$ cat src/rtl/ov7670_capture.sv
// OV7670 parallel capture: registers the sensor pins on pclk, pairs bytes into
// pixels and tags each pixel with frame-buffer address, position and line/frame status.
module ov7670_capture #(
  parameter int RESOLUTION_WIDTH  = 640,
  parameter int RESOLUTION_HEIGHT = 480,
  parameter int BYTES_PER_PIXEL   = 2,
  parameter int ADDR_WIDTH        = $clog2(RESOLUTION_WIDTH * RESOLUTION_HEIGHT)
) (
  input  logic                               pclk,
  input  logic                               rst,
  input  logic                               vsync,
  input  logic                               href,
  input  logic [7:0]                         D,
  output logic [15:0]                        pix_data,
  output logic                               pix_valid,
  output logic [ADDR_WIDTH-1:0]              pix_addr,
  output logic [$clog2(RESOLUTION_WIDTH):0]  pix_x,
  output logic [$clog2(RESOLUTION_HEIGHT):0] pix_y,
  output logic                               frame_start,
  output logic                               frame_done,
  output logic                               frame_err,
  output logic                               line_err
);

  // state      | meaning
  // WAIT_FRAME | out of reset, waiting for the first vsync rise
  // SYNC       | inside the vsync pulse, href ignored
  // ACTIVE     | between vsync pulses, capturing lines

  if (BYTES_PER_PIXEL != 1 && BYTES_PER_PIXEL != 2) begin : g_bpp_illegal
    $error("ov7670_capture: BYTES_PER_PIXEL must be 1 or 2");
  end

  localparam int XW         = $clog2(RESOLUTION_WIDTH) + 1;
  localparam int YW         = $clog2(RESOLUTION_HEIGHT) + 1;
  localparam int LINE_BYTES = RESOLUTION_WIDTH * BYTES_PER_PIXEL;
  localparam int BCW        = $clog2(LINE_BYTES + 2);
  localparam int PCW        = $clog2(RESOLUTION_WIDTH * RESOLUTION_HEIGHT + 1);
  localparam int AIW        = ADDR_WIDTH + 1;
  localparam bit TWO_BYTES  = (BYTES_PER_PIXEL == 2);

  localparam logic [XW-1:0]  X_MAX      = XW'(RESOLUTION_WIDTH);
  localparam logic [YW-1:0]  Y_MAX      = YW'(RESOLUTION_HEIGHT);
  localparam logic [BCW-1:0] BCNT_LINE  = BCW'(LINE_BYTES);
  localparam logic [BCW-1:0] BCNT_SAT   = BCW'(LINE_BYTES + 1);
  localparam logic [PCW-1:0] PIX_TOTAL  = PCW'(RESOLUTION_WIDTH * RESOLUTION_HEIGHT);
  localparam logic [AIW-1:0] LINE_STEP  = AIW'(RESOLUTION_WIDTH);

  typedef enum logic [1:0] {
    WAIT_FRAME = 2'd0,
    SYNC       = 2'd1,
    ACTIVE     = 2'd2
  } state_t;

  state_t state, state_next;

  logic       vsync_q, vsync_qq;
  logic       href_q, href_qq;
  logic [7:0] d_q;
  logic       vsync_rise, vsync_fall, href_fall;

  logic frame_begin, frame_end, byte_take, line_end;

  logic [XW-1:0]  x_cnt;
  logic [YW-1:0]  y_cnt;
  logic [AIW-1:0] addr_cnt;
  logic [AIW-1:0] line_base;
  logic [PCW-1:0] pix_cnt;
  logic [BCW-1:0] byte_cnt;
  logic           phase;
  logic [7:0]     hi_byte;
  logic           pix_ok;

  always_ff @(posedge pclk) begin
    if (rst) begin
      vsync_q  <= 1'b0;
      vsync_qq <= 1'b0;
      href_q   <= 1'b0;
      href_qq  <= 1'b0;
      d_q      <= 8'h00;
    end else begin
      vsync_q  <= vsync;
      vsync_qq <= vsync_q;
      href_q   <= href;
      href_qq  <= href_q;
      d_q      <= D;
    end
  end

  assign vsync_rise = vsync_q & ~vsync_qq;
  assign vsync_fall = ~vsync_q & vsync_qq;
  assign href_fall  = ~href_q & href_qq;

  always_ff @(posedge pclk) begin
    if (rst) state <= WAIT_FRAME;
    else     state <= state_next;
  end

  always_comb begin
    state_next = state;
    case (state)
      WAIT_FRAME: if (vsync_rise) state_next = SYNC;
      SYNC:       if (vsync_fall) state_next = ACTIVE;
      ACTIVE:     if (vsync_rise) state_next = SYNC;
      default:    state_next = WAIT_FRAME;
    endcase
  end

  // Frame end outranks both byte capture and the href-fall line check.
  always_comb begin
    frame_begin = 1'b0;
    frame_end   = 1'b0;
    byte_take   = 1'b0;
    line_end    = 1'b0;
    case (state)
      SYNC: frame_begin = vsync_fall;
      ACTIVE: begin
        frame_end = vsync_rise;
        byte_take = href_q & ~vsync_rise;
        line_end  = href_fall & ~vsync_rise;
      end
      default: ;
    endcase
  end

  assign pix_ok = (x_cnt < X_MAX) && (y_cnt < Y_MAX);

  always_ff @(posedge pclk) begin
    if (rst) begin
      pix_data    <= 16'h0000;
      pix_valid   <= 1'b0;
      pix_addr    <= '0;
      pix_x       <= '0;
      pix_y       <= '0;
      frame_start <= 1'b0;
      frame_done  <= 1'b0;
      frame_err   <= 1'b0;
      line_err    <= 1'b0;
      x_cnt       <= '0;
      y_cnt       <= '0;
      addr_cnt    <= '0;
      line_base   <= '0;
      pix_cnt     <= '0;
      byte_cnt    <= '0;
      phase       <= 1'b0;
      hi_byte     <= 8'h00;
    end else begin
      pix_valid   <= 1'b0;
      frame_start <= 1'b0;
      frame_done  <= 1'b0;
      line_err    <= 1'b0;

      if (frame_begin) begin
        frame_start <= 1'b1;
        frame_err   <= 1'b0;
        x_cnt       <= '0;
        y_cnt       <= '0;
        addr_cnt    <= '0;
        line_base   <= '0;
        pix_cnt     <= '0;
        byte_cnt    <= '0;
        phase       <= 1'b0;
      end else if (frame_end) begin
        frame_done <= 1'b1;
        frame_err  <= (pix_cnt != PIX_TOTAL);
        byte_cnt   <= '0;
        phase      <= 1'b0;
      end else if (line_end) begin
        line_err <= (byte_cnt != BCNT_LINE);
        byte_cnt <= '0;
        phase    <= 1'b0;
        x_cnt    <= '0;
        // Next line base is an incremental add; y stops at HEIGHT.
        if (y_cnt < Y_MAX) begin
          y_cnt     <= y_cnt + 1'b1;
          line_base <= line_base + LINE_STEP;
          addr_cnt  <= line_base + LINE_STEP;
        end else begin
          addr_cnt <= line_base;
        end
      end else if (byte_take) begin
        if (byte_cnt != BCNT_SAT) byte_cnt <= byte_cnt + 1'b1;
        if (TWO_BYTES && !phase) begin
          hi_byte <= d_q;
          phase   <= 1'b1;
        end else begin
          phase <= 1'b0;
          if (pix_ok) begin
            pix_valid <= 1'b1;
            pix_data  <= TWO_BYTES ? {hi_byte, d_q} : {8'h00, d_q};
            pix_x     <= x_cnt;
            pix_y     <= y_cnt;
            pix_addr  <= addr_cnt[ADDR_WIDTH-1:0];
            x_cnt     <= x_cnt + 1'b1;
            addr_cnt  <= addr_cnt + 1'b1;
            pix_cnt   <= pix_cnt + 1'b1;
          end
        end
      end
    end
  end

endmodule

$ cat config.mk
export PLATFORM = sky130hd
export DESIGN_NAME = ov7670_capture
export DESIGN_NICKNAME = d
export VERILOG_FILES = /design/src/rtl/ov7670_capture.sv
export SDC_FILE = /design/constraint.sdc
export NUM_CORES = 1
export LEC_CHECK = 0
export BUFFER_PORTS_ARGS = -buffer_cell sky130_fd_sc_hd__buf_2
export CAP_MARGIN = 20
export CORE_MARGIN = 10
export CORE_UTILIZATION = 53
export DETAILED_ROUTE_END_ITERATION = 8
export PLACE_DENSITY_LB_ADDON = 0.2
export SYNTH_ARGS = -nofsm -noshare
export SYNTH_HDL_FRONTEND = slang
export SYNTH_SLANG_ARGS = --single-unit
$ cat constraint.sdc
create_clock -name pclk -period 1.9 [get_ports pclk]
set_input_delay 0.095 -clock pclk [delete_from_list [all_inputs] [get_ports pclk]]
set_output_delay 0.095 -clock pclk [all_outputs]
set_load 0.05 [all_outputs]
==> results of run 1 <==
[per-layer routing]
layer	share of wire, %	up-vias
met4	2.1	0
met5	0	-
li1	-	3029
met1	43	2845
met2	50	151
met3	5.2	28
[cell usage after synthesis, types with 2 or more instances]
cell      instances
and2_1            2
ha_1              9
xnor2_1          49
inv_1            13
or2_2             2
nor4_1           27
o21ai_0          24
or3_1            15
xor2_1           18
nand4_1          24
clkbuf_1         46
a21o_1            2
nor2_1           71
and3_1           15
buf_1             3
dfxtp_1         166
a41oi_1           2
and4_1            5
a211oi_1          2
nor3_1           17
a31oi_1           3
nor2b_1          14
a21oi_1          92
mux2i_1           5
nand2_1         159
nand3_1          26
or4_1             2
nor4bb_1          2
nand2b_1          6
buf_2             2
[flip-flops by register name, indices dropped and copies added (netlist names), 2 cells and up]
name       flops
byte_cnt      11
pix_addr      19
addr_cnt      19
d_q            8
line_base     12
x_cnt         11
state          2
pix_y         10
hi_byte        8
pix_cnt       19
pix_x         11
pix_data      16
y_cnt         10
[metrics by stage]
| step | hold WS (ns) | TNS [ns] | area (um2) | power (mW) |
|---|---|---|---|---|
| detailed placement | 0.310 | -0.217 | 7660 | 3.72 |
| global route | 0.427 | -0.00614 | 8440 | 7.29 |
| CTS | 0.398 | 0 | 8370 | 7.11 |
| floorplan | 0.223 | 0 | 6920 | 3.66 |
| finish | 0.412 | 0 | 8440 | 7.08 |
| global placement | 0.303 | 0 | 7660 | 3.71 |
[layout make-up]
class,instances,area (um2)
clock inverters,13,149
multi-input cells,604,3410
flip-flops and latches,166,3330
inverters,13,48.8
fillers,1051,4240
well taps,172,215
clock buffers,19,443
repair buffers,127,838
[kinds of logic (layout without fill, tap and decap cells)]
logic type | count (synthesis) | count (layout) | share of synthesized area (%)
flops | 166 | 166 | 48.1
buf+inv | 64 | 172 | 3.52
simple gates | 391 | 391 | 27.0
fa+ha+maj | 9 | 9 | 1.63
mux | 5 | 5 | 0.725
compound gates | 132 | 132 | 10.5
xor+xnor | 67 | 67 | 8.50
[worst reg2reg max path: stages, from the launching register on]
cell     delay, ns
dfxtp_1       0.37
and3_1        0.21
nand3_1       0.11
or4_4         0.56
or3_1         0.37
a21oi_1       0.14
[what timing repair did]
item / CTS / global route
buffers inserted: 0 / 1
hold buffers: 11 / 0
setup endpoints to repair: 4 / 11
gates resized for setup: 3 / 10
hold endpoints to repair: 16 / 0
[worst max path at each step]
stage	start	endpoint	slack, ns	depth (start not counted)
after floorplan	y_cnt[7]	pix_cnt[13]	0.01	6
after global placement	state[1]	pix_cnt[13]	0.001	5
after detailed placement	state[1]	pix_cnt[13]	-0.09	5
after CTS	state[1]	pix_cnt[13]	0.02	5
after global routing	x_cnt[7]	addr_cnt[11]	-0.004	7
final	pix_cnt[1]	pix_cnt[13]	0.06	5
[power breakdown]
| part | internal, mW | total, mW | leakage, nW | switching [mW] |
|---|---|---|---|---|
| Combinational | 0.0618 | 0.154 | 1.49 | 0.0920 |
| Clock | 1.98 | 3.42 | 0.268 | 1.44 |
| Sequential | 3.49 | 3.50 | 1.34 | 0.00952 |
| Total | 5.54 | 7.08 | 3.10 | 1.54 |
==> results_dict.tcl, run 1 <==
set metrics [dict create \
    status "complete, no violations" \
    place_inst 1070 \
    drive_above_1_share_pct 17.7 \
    dieWidth_um 134 \
    post_drt_wl_per_cell_um 15.1 \
    ys.flop_type "dfxtp_1" \
    netlist.area_leader.share_pct 48.1 \
    dr.pass1.iters 5 \
    clkTransAtPathRegs_ns 0.07 \
    syn_to_final_growth_pct 22.2 \
    cellPowerDensity_mw_per_mm2 839 \
    hold_path_class "input port to flop" \
    crit_fanout 6 \
    cp_slowest_cell "or4_4" \
    worst-path-buf-inv 0 \
    drtAntennaViolNets 0 \
    worstSkewPairLatency_ns 0.43 \
    period_share_pct 96.9 \
    syn_area_mm2 0.00691 \
    crit_required_ns 2.25 \
    timing.rr.end "pix_cnt[13]" \
    cts_buffer_depth 2 \
    setup_violations 0 \
    p_leak_nw 3.10 \
    antenna_found_initial 0 \
    htreeDepth 4 \
    cp_top_family "simple AND/OR/NAND/NOR gates" \
    regToRegStartpoint "pix_cnt[1]" \
    synth_edf_count 0 \
    syn_area_per_cell_um2 8.28 \
    crit_arrival_ns 2.19 \
    layout_common_cells "163 x dfxtp_1, 158 x nand2_1, 92 x a21oi_1" \
    dpl_worst_slack_ns -0.0929 \
    top_usage_layer "met2" \
    layoutNonFillerInstCount 1114 \
    clock-sinks 166 \
    cts-buffers-inserted 17 \
    path_cells "and3_1 > nand3_1 > or4_4 > or3_1 > a21oi_1" \
    drv_cap 0 \
    vias 6053 \
    drv_slew 0 \
    cts_tree "yes" \
    gp_congestion 0.862 \
    crit_type "flop to flop" \
    synthCells 834 \
    finClkSkew_ns 0.0128 \
    synth_seq_cells 166 \
    fp.dieArea_mm2 0.0180 \
    globalRouteOverflowTotal 0 \
    critical-path-max-stage-delay_ns 0.56 \
    synth.distinct_cells 41 \
    synth_top_cell_by_area "dfxtp_1" \
    r2r_cells 5 \
    rows 41 \
    hold_viol 0 \
    dp_hpwl_um 11700 \
    ir_drop_uv 643 \
    fp.coreArea_mm2 0.0127 \
    setup_ws_ns 0.0585 \
    fin_util_pct 66.6 \
    grt_pass1_vias 6010 \
    cp-end-kind "flop" \
    drc 0 \
    hold_start "href" \
    viasPerCell 5.43 \
    synth.area.top_cells "dfxtp_1 48%, nand2_1 8.6%, a21oi_1 6.7%" \
    max-slew-margin-rel_pct 60.4 \
    worst_pin_slew_ns 0.592 \
    period_minus_slack_ns 1.84 \
    cp-start-kind "flop" \
    wirelength_um 16900 \
    io_buffers 72 \
    fin_nets 950 \
    grt_first_pass_wirelength_um 28300 \
    synth-warning-count 0 \
    initial_core_util_pct 54.5 \
    die_h_um 134 \
    rrSetupSlack_ns 0.06 \
    drtIter0Drc 394 \
    grt_use_met1_pct 22.1 \
    whs_path_depth 3 \
    cts_root_buf "clkbuf_16" \
    fmax_mhz 543 \
    use_met2_pct 32.1 \
    final_common_cell "dfxtp_1" \
    synthesis.nets 855 \
    worstHoldEndpoint "href_q" \
    globalRouteMet3Util_pct 4.82 \
    ioPinCount 73 \
    grt_max_degree 42 \
    async_reset_ff_share_pct 0 \
    grtUsageTotal_pct 19.0 \
    antenna_cells 0 \
    seq_area_frac_synth_pct 48.1 \
]
(Power assumes the default switching activity.)
==> inputs of run 2 (changes only) <==
Settings changed: ABC_AREA set to 1.
==> run 2 against run 1 <==
Hold slack worse by 0.32 ns. Worst setup slack better by 0.12 ns. Final cell count is 23% higher. Synthesized area is 9.4% higher. Highest routed layer unchanged.
==> results_dict.tcl, run 2 <==
set metrics [dict create \
    status "complete, no violations" \
    initial_core_util_pct 54.2 \
    reg_top3 "addr_cnt x19, pix_addr x19, pix_cnt x19" \
    crit_arrival_ns 2.05 \
    hold_viol 0 \
    post_drt_wl_per_cell_um 13.2 \
    cts-buffers-inserted 17 \
    r2r_cells 11 \
    synth.distinct_cells 34 \
    grt_first_pass_wirelength_um 30300 \
    drtAntennaViolNets 0 \
    cts_tree "yes" \
    worstHoldEndpoint "d_q[5]" \
    rows 43 \
    num-fill-cells 1302 \
    grt_pass1_vias 6401 \
    io_buffers 72 \
    viasPerCell 5.15 \
    worst_pin_slew_ns 0.605 \
    cts_buffer_depth 2 \
    period_share_pct 90.6 \
    tns_ns 0 \
    regToRegStartpoint "vsync_q" \
    syn_to_final_growth_pct 16.5 \
    rsz0062_at_grt "no" \
    syn_area_per_cell_um2 6.93 \
    synthCells 1090 \
    drtIter0Drc 536 \
    crit_fanout 16 \
    synthesis.nets 1111 \
    crit_type "flop to flop" \
    fp.dieArea_mm2 0.0194 \
    drv_cap 0 \
    netlist.area_leader.share_pct 44.0 \
    antenna_found_initial 0 \
    gp_congestion 0.909 \
    synth.area.top_cells "dfxtp_1 44%, nand2_1 12%, nor2_1 8.8%" \
    syn_area_mm2 0.00756 \
    ys_top_cells_by_count "241 x nand2_1, 177 x nor2_1, 166 x dfxtp_1" \
    ir_drop_uv 1090 \
    cellPowerDensity_mw_per_mm2 794 \
    dr.pass1.iters 5 \
    ys.flop_type "dfxtp_1" \
    fp.coreArea_mm2 0.0139 \
    layout_common_cells "241 x nand2_1, 176 x nor2_1, 166 x dfxtp_1" \
    cts_root_buf "clkbuf_16" \
    ioPinCount 73 \
    cp-start-kind "flop" \
    grtUsageTotal_pct 18.3 \
    globalRouteOverflowTotal 0 \
    rrSetupSlack_ns 0.18 \
    worstSkewPairLatency_ns 0.43 \
    synth_seq_cells 166 \
    period_minus_slack_ns 1.72 \
    synth_edf_count 0 \
    vias 7046 \
    synth_top_cell_by_area "dfxtp_1" \
    clock-sinks 166 \
    fin_nets 1195 \
    async_reset_ff_share_pct 0 \
    cp-end-kind "flop" \
    hold_ws_ns 0.0915 \
    hold_start "rst" \
    htreeDepth 4 \
    hold_path_class "input port to flop" \
    dieWidth_um 139 \
    yosysMostFrequentCell "nand2_1" \
    p_leak_nw 3.63 \
    antenna_cells 0 \
    clkTransAtPathRegs_ns 0.08 \
    crit_required_ns 2.23 \
    finClkSkew_ns 0.00979 \
    dp_hpwl_um 12700 \
    whs_path_depth 3 \
    fmax_mhz 581 \
    synth-warning-count 0 \
    seq_area_frac_synth_pct 44.0 \
    die_h_um 139 \
    drv_slew 0 \
    timing.rr.end "addr_cnt[12]" \
    setup_violations 0 \
    max-slew-margin-rel_pct 59.5 \
    final_common_cell "nand2_1" \
    drive_above_1_share_pct 12.2 \
    drc 0 \
    grt_max_degree 64 \
    wirelength_um 18000 \
]
## run 2: cell count changes in the layout (fill, tap and decap cells not counted), moves of 14 or more
cell     change
or3_1       -14
inv_1       +96
nor2_1     +106
nand3_1     +50
nand2_1     +83
nor4_1      -19
buf_4       -21
o21ai_0     +68
xnor2_1     -48
## run 2: cell type report
class                   instances  area (um2)  share of cell area, %
flip-flops and latches        166        3320                   37.7
well taps                     180         225                   2.56
inverters                     117         440                   5.00
multi-input cells             765        3530                   40.0
clock buffers                  17         425                   4.83
clock inverters                15         156                   1.78
repair buffers                107         711                   8.07
## run 2: worst max-delay path by stage
stage               start      endpoint  cells after the start
6_report          vsync_q  addr_cnt[12]                     11
5_1_grt          state[0]   byte_cnt[4]                      7
4_1_cts           vsync_q      pix_x[8]                     10
3_5_place_dp      vsync_q      x_cnt[7]                     10
3_3_place_gp      vsync_q   pix_addr[6]                      9
2_1_floorplan  pix_cnt[0]   pix_cnt[12]                      6
## run 2: repair_timing
| item | 4_1_cts | 5_1_grt |
|---|---|---|
| resized for setup | 0 | 2 |
| hold buffers | 10 | 0 |
| endpoints found under the setup margin | 0 | 2 |
| buffers inserted | 0 | 0 |
| hold endpoints to repair | 10 | 0 |
## run 2: power breakdown
part	leakage [nW]	total [mW]	internal [mW]	switching [mW]
registers	1.34	3.50	3.49	0.00822
clock network	0.286	3.34	1.76	1.58
logic	2.01	0.152	0.0547	0.0968
total	3.63	6.99	5.31	1.68
## run 2: routing by layer
metal	routed length, um	track usage [%]	up-vias
met2	8590	31.4	182
met3	1010	4.22	14
met1	8240	22.5	3187
met5	0	0	-
li1	-	-	3663
met4	181	4.83	0
## run 2: kinds of logic (layout without fill, tap and decap cells)
family	count (synthesis)	in the layout	synth area share, %
simple gates	541	541	29.7
xor+xnor	18	18	2.09
buf+inv	159	256	9.40
flops	166	166	44.0
compound gates	197	197	13.3
fa+ha+maj	9	9	1.49
## run 2: stage by stage
stage | cell area, um2 | cells | util [%] | power (mW) | setup slack [ns]
after floorplan | 7560 | 1090 | - | 3.66 | 0.355
after global placement | 8120 | 1325 | 58.3 | 3.72 | 0.210
after detailed placement | 8120 | 1325 | 58.3 | 3.72 | 0.179
after CTS | 8800 | 1367 | 63.2 | 7.06 | 0.156
after global routing | 8810 | 1367 | 63.2 | 7.22 | 0.000323
final | 8810 | 1367 | 63.2 | 6.99 | 0.179
## run 2: worst max-delay path, stage by stage (launching register included)
cell and delay, ns:
dfxtp_1 0.35, inv_1 0.07, nor2_1 0.14, nor2_1 0.06, nand2_1 0.12, nor2_2 0.08, nand2_4 0.16, nand2_4 0.17
inv_2 0.26, nand2_1 0.09, nand3_1 0.09, inv_1 0.04
